==> config.mk <==
export PLATFORM = sky130hd
export DESIGN_NAME = tree_path_tracker_flat
export DESIGN_NICKNAME = d
export VERILOG_FILES = /design/src/rtl/tree_pkg.sv /design/src/rtl/tree_path_tracker_if.sv /design/src/rtl/tree_path_stack.sv /design/src/rtl/tree_path_tracker.sv /design/src/flat_wrapper.sv
export SDC_FILE = /design/constraint.sdc
export NUM_CORES = 1
export LEC_CHECK = 0
export BUFFER_PORTS_ARGS = -buffer_cell sky130_fd_sc_hd__buf_4
export CAP_MARGIN = 0
export CORE_ASPECT_RATIO = 0.6
export CORE_MARGIN = 1
export CORE_UTILIZATION = 45
export CTS_CLUSTER_SIZE = 28
export DETAILED_ROUTE_END_ITERATION = 8
export HOLD_SLACK_MARGIN = 0.15
export PLACE_DENSITY = 0.79
export SETUP_SLACK_MARGIN = 0.1
export SLEW_MARGIN = 20
export SYNTH_ARGS = -nofsm -noshare
export SYNTH_HDL_FRONTEND = slang
export SYNTH_SLANG_ARGS = --single-unit
==> constraint.sdc <==
create_clock -name clk -period 2.23 [get_ports clk]
set_input_delay 0.1115 -clock clk [delete_from_list [all_inputs] [get_ports clk]]
set_output_delay 0.1115 -clock clk [all_outputs]
set_load 0.03 [all_outputs]
==> src/rtl/tree_pkg.sv <==
// tree_pkg: shared op codes, FSM states, node record and default node table.
package tree_pkg;
    typedef enum logic [1:0] {OP_ENTER, OP_FIELD, OP_EXIT, OP_NOP} op_t;
    typedef enum logic [1:0] {IDLE, SEARCH, DONE} state_t;
    localparam int DEF_ID_W = 5;
    localparam int DEF_NODE_W = 2;
    localparam int DEF_NUM_NODES = 3;
    typedef struct packed {
        logic [DEF_ID_W-1:0] field_id;
        logic [DEF_NODE_W-1:0] parent;
    } node_data;
    // Entry 0 is the root; node1 = {id 1, parent 0}, node2 = {id 4, parent 1}.
    localparam node_data [DEF_NUM_NODES-1:0] DEF_NODES = '{'{5'd4, 2'd1}, '{5'd1, 2'd0}, '{5'd0, 2'd0}};
endpackage

==> src/rtl/tree_path_tracker_if.sv <==
// tree_path_tracker_if: token input and result output handshakes.
interface tree_path_tracker_if #(
    parameter int ID_W = 5,
    parameter int NODE_W = 2,
    parameter int DEPTH_W = 2
);
    import tree_pkg::*;
    logic in_valid, in_ready;
    op_t in_op;
    logic [ID_W-1:0] in_id;
    logic out_valid, out_ready, out_hit, out_overflow, out_underflow;
    logic [NODE_W-1:0] out_node;
    logic [DEPTH_W-1:0] out_depth;
    modport master (
        output in_valid, in_op, in_id, out_ready,
        input in_ready, out_valid, out_hit, out_node, out_depth, out_overflow, out_underflow
    );
    modport slave (
        input in_valid, in_op, in_id, out_ready,
        output in_ready, out_valid, out_hit, out_node, out_depth, out_overflow, out_underflow
    );
endinterface

==> src/rtl/tree_path_stack.sv <==
// tree_path_stack: shift-register node stack with depth counter; top sits in slot 0.
module tree_path_stack #(
    parameter int MAX_DEPTH = 2,
    parameter int NODE_W = 2,
    localparam int DEPTH_W = $clog2(MAX_DEPTH + 1)
) (
    input logic clk,
    input logic rst_n,
    input logic push,
    input logic pop,
    input logic [NODE_W-1:0] push_node,
    output logic [DEPTH_W-1:0] depth,
    output logic [NODE_W-1:0] top,
    output logic full,
    output logic empty
);
    logic [NODE_W-1:0] stk [MAX_DEPTH];
    // Pops shift zero in from the bottom, so top reads 0 whenever the stack is empty.
    always_ff @(posedge clk) begin
        if (!rst_n) begin
            depth <= '0;
            for (int i = 0; i < MAX_DEPTH; i++) stk[i] <= '0;
        end else if (push) begin
            stk[0] <= push_node;
            for (int i = 1; i < MAX_DEPTH; i++) stk[i] <= stk[i-1];
            depth <= depth + 1'b1;
        end else if (pop) begin
            for (int i = 0; i < MAX_DEPTH - 1; i++) stk[i] <= stk[i+1];
            stk[MAX_DEPTH-1] <= '0;
            depth <= depth - 1'b1;
        end
    end
    assign top = stk[0];
    assign full = depth == DEPTH_W'(MAX_DEPTH);
    assign empty = depth == '0;
endmodule

==> src/rtl/tree_path_tracker.sv <==
// tree_path_tracker: resolves field tokens against a parent-linked node table and tracks nesting.
module tree_path_tracker
    import tree_pkg::*;
#(
    parameter int ID_W = 5,
    parameter int NUM_NODES = 3,
    parameter int MAX_DEPTH = 2,
    localparam int NODE_W = NUM_NODES > 1 ? $clog2(NUM_NODES) : 1,
    localparam int DEPTH_W = $clog2(MAX_DEPTH + 1)
) (
    input logic clk,
    input logic rst_n,
    input logic [NUM_NODES*ID_W-1:0] tbl_field_id,
    input logic [NUM_NODES*NODE_W-1:0] tbl_parent,
    tree_path_tracker_if.slave bus
);
    state_t state, next;
    op_t op_q;
    logic [ID_W-1:0] id_q;
    logic [NODE_W-1:0] idx, top, res_node;
    logic res_hit, res_ovf, res_unf;
    logic [DEPTH_W-1:0] depth;
    logic full, empty, hit, accept, search_end, push, pop;
    logic [ID_W-1:0] fid [NUM_NODES];
    logic [NODE_W-1:0] par [NUM_NODES];
    for (genvar g = 0; g < NUM_NODES; g++) begin : g_tbl
        assign fid[g] = tbl_field_id[g*ID_W +: ID_W];
        assign par[g] = tbl_parent[g*NODE_W +: NODE_W];
    end
    assign hit = fid[idx] == id_q && par[idx] == top;
    assign accept = bus.in_valid && state == IDLE;
    assign search_end = state == SEARCH && (hit || idx == NODE_W'(NUM_NODES - 1));
    assign push = search_end && hit && op_q == OP_ENTER && !full;
    assign pop = accept && bus.in_op == OP_EXIT && !empty;
    tree_path_stack #(.MAX_DEPTH(MAX_DEPTH), .NODE_W(NODE_W)) u_stack (
        .clk(clk), .rst_n(rst_n), .push(push), .pop(pop), .push_node(idx),
        .depth(depth), .top(top), .full(full), .empty(empty)
    );
    always_ff @(posedge clk) begin
        if (!rst_n) state <= IDLE;
        else state <= next;
    end
    always_comb begin
        next = state == IDLE ? (accept ? (bus.in_op inside {OP_ENTER, OP_FIELD} ? SEARCH : DONE) : IDLE)
             : state == SEARCH ? (search_end ? DONE : SEARCH)
             : (bus.out_ready ? IDLE : DONE);
    end
    always_comb begin
        bus.in_ready = state == IDLE;
        bus.out_valid = state == DONE;
        bus.out_hit = res_hit;
        bus.out_node = res_node;
        bus.out_depth = depth;
        bus.out_overflow = res_ovf;
        bus.out_underflow = res_unf;
    end
    // EXIT/NOP results are final at acceptance; search ops overwrite them when the scan ends.
    always_ff @(posedge clk) begin
        if (!rst_n) begin
            op_q <= OP_NOP;
            id_q <= '0;
            idx <= '0;
            res_hit <= 1'b0;
            res_node <= '0;
            res_ovf <= 1'b0;
            res_unf <= 1'b0;
        end else if (accept) begin
            op_q <= bus.in_op;
            id_q <= bus.in_id;
            idx <= NODE_W'(1);
            res_hit <= bus.in_op == OP_EXIT && !empty;
            res_node <= bus.in_op == OP_EXIT ? top : '0;
            res_ovf <= 1'b0;
            res_unf <= bus.in_op == OP_EXIT && empty;
        end else if (state == SEARCH) begin
            idx <= idx + 1'b1;
            if (search_end) begin
                res_hit <= hit;
                res_node <= hit ? idx : '0;
                res_ovf <= hit && op_q == OP_ENTER && full;
                res_unf <= 1'b0;
            end
        end
    end
endmodule

==> src/flat_wrapper.sv <==
// flat-port wrapper written by rule: the top's interface ports become plain ports
module tree_path_tracker_flat import tree_pkg::*;
#(
    parameter int ID_W = 5,
    parameter int NUM_NODES = 3,
    parameter int MAX_DEPTH = 2,
    localparam int NODE_W = NUM_NODES > 1 ? $clog2(NUM_NODES) : 1,
    localparam int DEPTH_W = $clog2(MAX_DEPTH + 1)
)
  (clk, rst_n, tbl_field_id, tbl_parent, bus_in_valid, bus_in_op, bus_in_id, bus_out_ready, bus_in_ready, bus_out_valid, bus_out_hit, bus_out_node, bus_out_depth, bus_out_overflow, bus_out_underflow);
  tree_path_tracker_if #(.ID_W(ID_W)) bus_i ();
  input logic clk;
  input logic rst_n;
  input logic [NUM_NODES*ID_W-1:0] tbl_field_id;
  input logic [NUM_NODES*NODE_W-1:0] tbl_parent;
  input wire logic [$bits(bus_i.in_valid)-1:0] bus_in_valid;
  input wire logic [$bits(bus_i.in_op)-1:0] bus_in_op;
  input wire logic [$bits(bus_i.in_id)-1:0] bus_in_id;
  input wire logic [$bits(bus_i.out_ready)-1:0] bus_out_ready;
  output wire logic [$bits(bus_i.in_ready)-1:0] bus_in_ready;
  output wire logic [$bits(bus_i.out_valid)-1:0] bus_out_valid;
  output wire logic [$bits(bus_i.out_hit)-1:0] bus_out_hit;
  output wire logic [$bits(bus_i.out_node)-1:0] bus_out_node;
  output wire logic [$bits(bus_i.out_depth)-1:0] bus_out_depth;
  output wire logic [$bits(bus_i.out_overflow)-1:0] bus_out_overflow;
  output wire logic [$bits(bus_i.out_underflow)-1:0] bus_out_underflow;
  assign bus_i.in_valid = bus_in_valid;
  assign bus_i.in_op = bus_in_op;
  assign bus_i.in_id = bus_in_id;
  assign bus_i.out_ready = bus_out_ready;
  assign bus_in_ready = bus_i.in_ready;
  assign bus_out_valid = bus_i.out_valid;
  assign bus_out_hit = bus_i.out_hit;
  assign bus_out_node = bus_i.out_node;
  assign bus_out_depth = bus_i.out_depth;
  assign bus_out_overflow = bus_i.out_overflow;
  assign bus_out_underflow = bus_i.out_underflow;
  tree_path_tracker #(.ID_W(ID_W), .NUM_NODES(NUM_NODES), .MAX_DEPTH(MAX_DEPTH)) u_core (.clk(clk), .rst_n(rst_n), .tbl_field_id(tbl_field_id), .tbl_parent(tbl_parent), .bus(bus_i));
endmodule
==> metrics.cfg <==
[run_status]
status = complete, no violations

[power]
p_int_w = 0.000833
p_leak_nw = 1.02
power_switching_w = 0.000386
p_clk_frac = 0.279
peakVddDrop_uv = 396
p_seq_frac = 0.378
p_sw_frac = 0.317
power_w = 0.00122
pwr-share-comb = 0.343
power_density_nw_per_um2 = 524

[critical_path]
critPathMaxFanout = 7
crit_path_top_delay_cell = or4_4
cp_cell_sequence = buf_6, mux2_4, nor3_4, o22ai_4, buf_4, or4_4, nand3_4
critical_path_required_ps = 2220
crit_arrival_ps = 2210
critPathTopFamily = simple AND/OR/NAND/NOR gates
critPathBufInv = 2
start_kind = flop
cp-end-kind = flop
crit_path_max_incr_delay_ps = 560
path_class = reg -> reg
reg2reg_from = u_core.idx[0]
worstSetupStartpoint = u_core.idx[0]

[yosys]
yosysMostFrequentCell = nand2_1
syn_inst = 170
synth_top_cell_by_area = dfxtp_1
seq_area_frac_synth = 0.313
synth_top_area_frac = 0.235
synth_edf_count = 4
avgSynthCellArea_um2 = 9.02
netlist-cell-type-count = 46
synthArstFlopShare = 0
synth_nets = 203
ys_ff_latch = 22
synth_area_um2 = 1530
synth-main-ff-cell = dfxtp_1
synth_warnings = 0
yosys-top-cells-area = dfxtp_1, edfxtp_1, mux2_4, nor2b_1, nand2_1
synth.top_cells.by_count = nand2_1, dfxtp_1, nor2b_1

[die]
fp.dieW_um = 77.3
dieArea_um2 = 3650
fp.dieH_um = 47.2
pin_count = 41
std_cell_rows = 15
initial_core_util = 0.504
core_um2 = 3040

[global_route]
grt_remaining_overflow = 0
grt_pass1_wl_um = 7850
grt_max_degree = 24
grt.total_usage = 0.293
antenna_found_initial = 0
grt_pass1_vias = 1617

[cells_and_area]
multi_input_area_um2 = 1140
fillerInstances = 201
stdcell_count = 277
drive_gt1_frac = 0.443
num_antenna_cells = 0
area_growth_pct = 51.7
regArea_um2 = 488
final_nets = 269

[job]
maxCapViolations = 0

[routing]
routed_wl_um = 5280
topRoutingLayerUsed = met4
postRouteAntennaNets = 0
wire_per_inst_um = 19.1
wl_met1_um = 2110
drt_iter0_markers = 170
vias = 1669
drc = 0
wl_met3_um = 463
viasPerCell = 6.03
dr_wl_met2_um = 2570
firstDrtPassIters = 4

[sta]
worstMarginPinSlew_ps = 547
fmax_mhz = 451
rsz0062_at_grt = yes
skew_ps = 3.47
min_period_ps = 2220
setup_viol_count_final = 0
slew_violations = 0
timing.hold.ws_ps = 165
hold_viol = 0
fin_crit_sh = 0.995
maxSlewHeadroom = 0.631
worst_slack_ps = 12.0

[placed_design]
io_buffers = 40
gp_congestion = 0.821
detailed_place_hpwl_um = 3290
dp.cells = 257
pre_cts_ws_ps = -212

[clock_tree]
cts_tree = yes
cts.sinks = 22
clockBufferDepth = 2
htreeDepth = 1
cts.clk_slew.worst_paths_ps = 80
cts_root_buffer = clkbuf_8
cts_buffers = 3
insertion_delay_ps = 270

[worst_hold_path]
min_path_type = in -> reg
hp-start = bus_in_op[1]

-- layer usage --
layer / track usage / up-vias
met5: 0 / -
met4: 0.106 / 0
met3: 0.0951 / 24
met2: 0.522 / 95
met1: 0.345 / 787
li1: - / 763
-- path summary, 6_finish.rpt --
check,to,slack (ps),cells past startpoint
worst max-delay path,u_core.u_stack.stk[0][1],10,7
worst min-delay path,u_core.op_q[1],170,3
worst max register to register,u_core.u_stack.stk[0][1],10,7
worst min register to register,u_core.bus.out_overflow,520,2
-- layout make-up --
class | count | share of cell area
clock buffers | 4 | 0.0285
inverters | 3 | 0.00484
multi-input cells | 136 | 0.492
flip-flops and latches | 22 | 0.210
well taps | 42 | 0.0226
repair buffers | 70 | 0.242
-- cell usage in the layout (no fill, tap or decap), types with 2 or more instances in the layout --
cell,instances
a221o_1,7
nor3_4,5
edfxtp_1,4
o21ai_0,2
nor4_1,2
and4b_1,7
a21o_1,2
buf_4,57
nor3_2,2
clkbuf_8,3
dlygate4sd3_1,9
nand2_1,18
dfxtp_4,2
a21oi_1,9
o21ai_2,2
nand2b_1,9
a221oi_2,3
and2b_1,3
o21a_1,2
buf_6,4
mux2_4,7
nand3_1,5
o22ai_4,3
nor2b_1,14
nor2_1,8
inv_1,3
a32oi_2,4
dfxtp_1,16
-- flip-flops by register name, summed over array words and instances (netlist names), 2 cells and up --
name and cells:
u_core.state 2, u_core.bus.out_node 2, u_core.id_q 5, u_core.idx 2, u_core.u_stack.depth 2, u_core.u_stack.stk 4, u_core.op_q 2
-- per-stage QoR --
step           area [um2]  TNS [ps]   util
6_report             2320         0  0.765
5_1_grt              2320      -243  0.765
4_1_cts              2240         0  0.737
3_5_place_dp         1940     -1630  0.637
3_3_place_gp         1940     -15.2  0.637
2_1_floorplan        1530         0      -
-- power groups by stage --
| stage | Clock (W) | Combinational (W) | Sequential, W |
|---|---|---|---|
| CTS | 0.000334 | 0.000385 | 0.000460 |
| floorplan | 0 | 0.000209 | 0.000464 |
| global placement | 0 | 0.000308 | 0.000462 |
| detailed placement | 0 | 0.000323 | 0.000465 |
| global route | 0.000357 | 0.000444 | 0.000464 |
| finish | 0.000340 | 0.000418 | 0.000461 |
-- worst register-to-register path, delay by kind of cell, from the launching register on --
family,cells,cell delay [ps]
DFF,1,380
muxes,1,330
buffers and inverters,2,280
and+or+nand+nor,3,830
AOI/OAI and AO/OA,1,130
-- logic make-up after synthesis --
| family | count (synthesis) | share of synthesized area |
|---|---|---|
| simple gates | 86 | 0.343 |
| compound gates | 41 | 0.222 |
| fa+ha+maj | 1 | 0.00816 |
| mux | 7 | 0.0661 |
| xor+xnor | 1 | 0.00572 |
| buf+inv | 12 | 0.0416 |
| flops | 22 | 0.313 |
-- repair_timing --
| action | CTS | global route |
|---|---|---|
| pin swaps | 14 | 8 |
| endpoints found under the hold margin | 8 | 0 |
| gates resized for setup | 27 | 9 |
| endpoints found under the setup margin | 17 | 17 |
| buffers inserted | 4 | 6 |
| hold buffers | 9 | 0 |
Note: power is estimated with default switching activity, not from simulation.
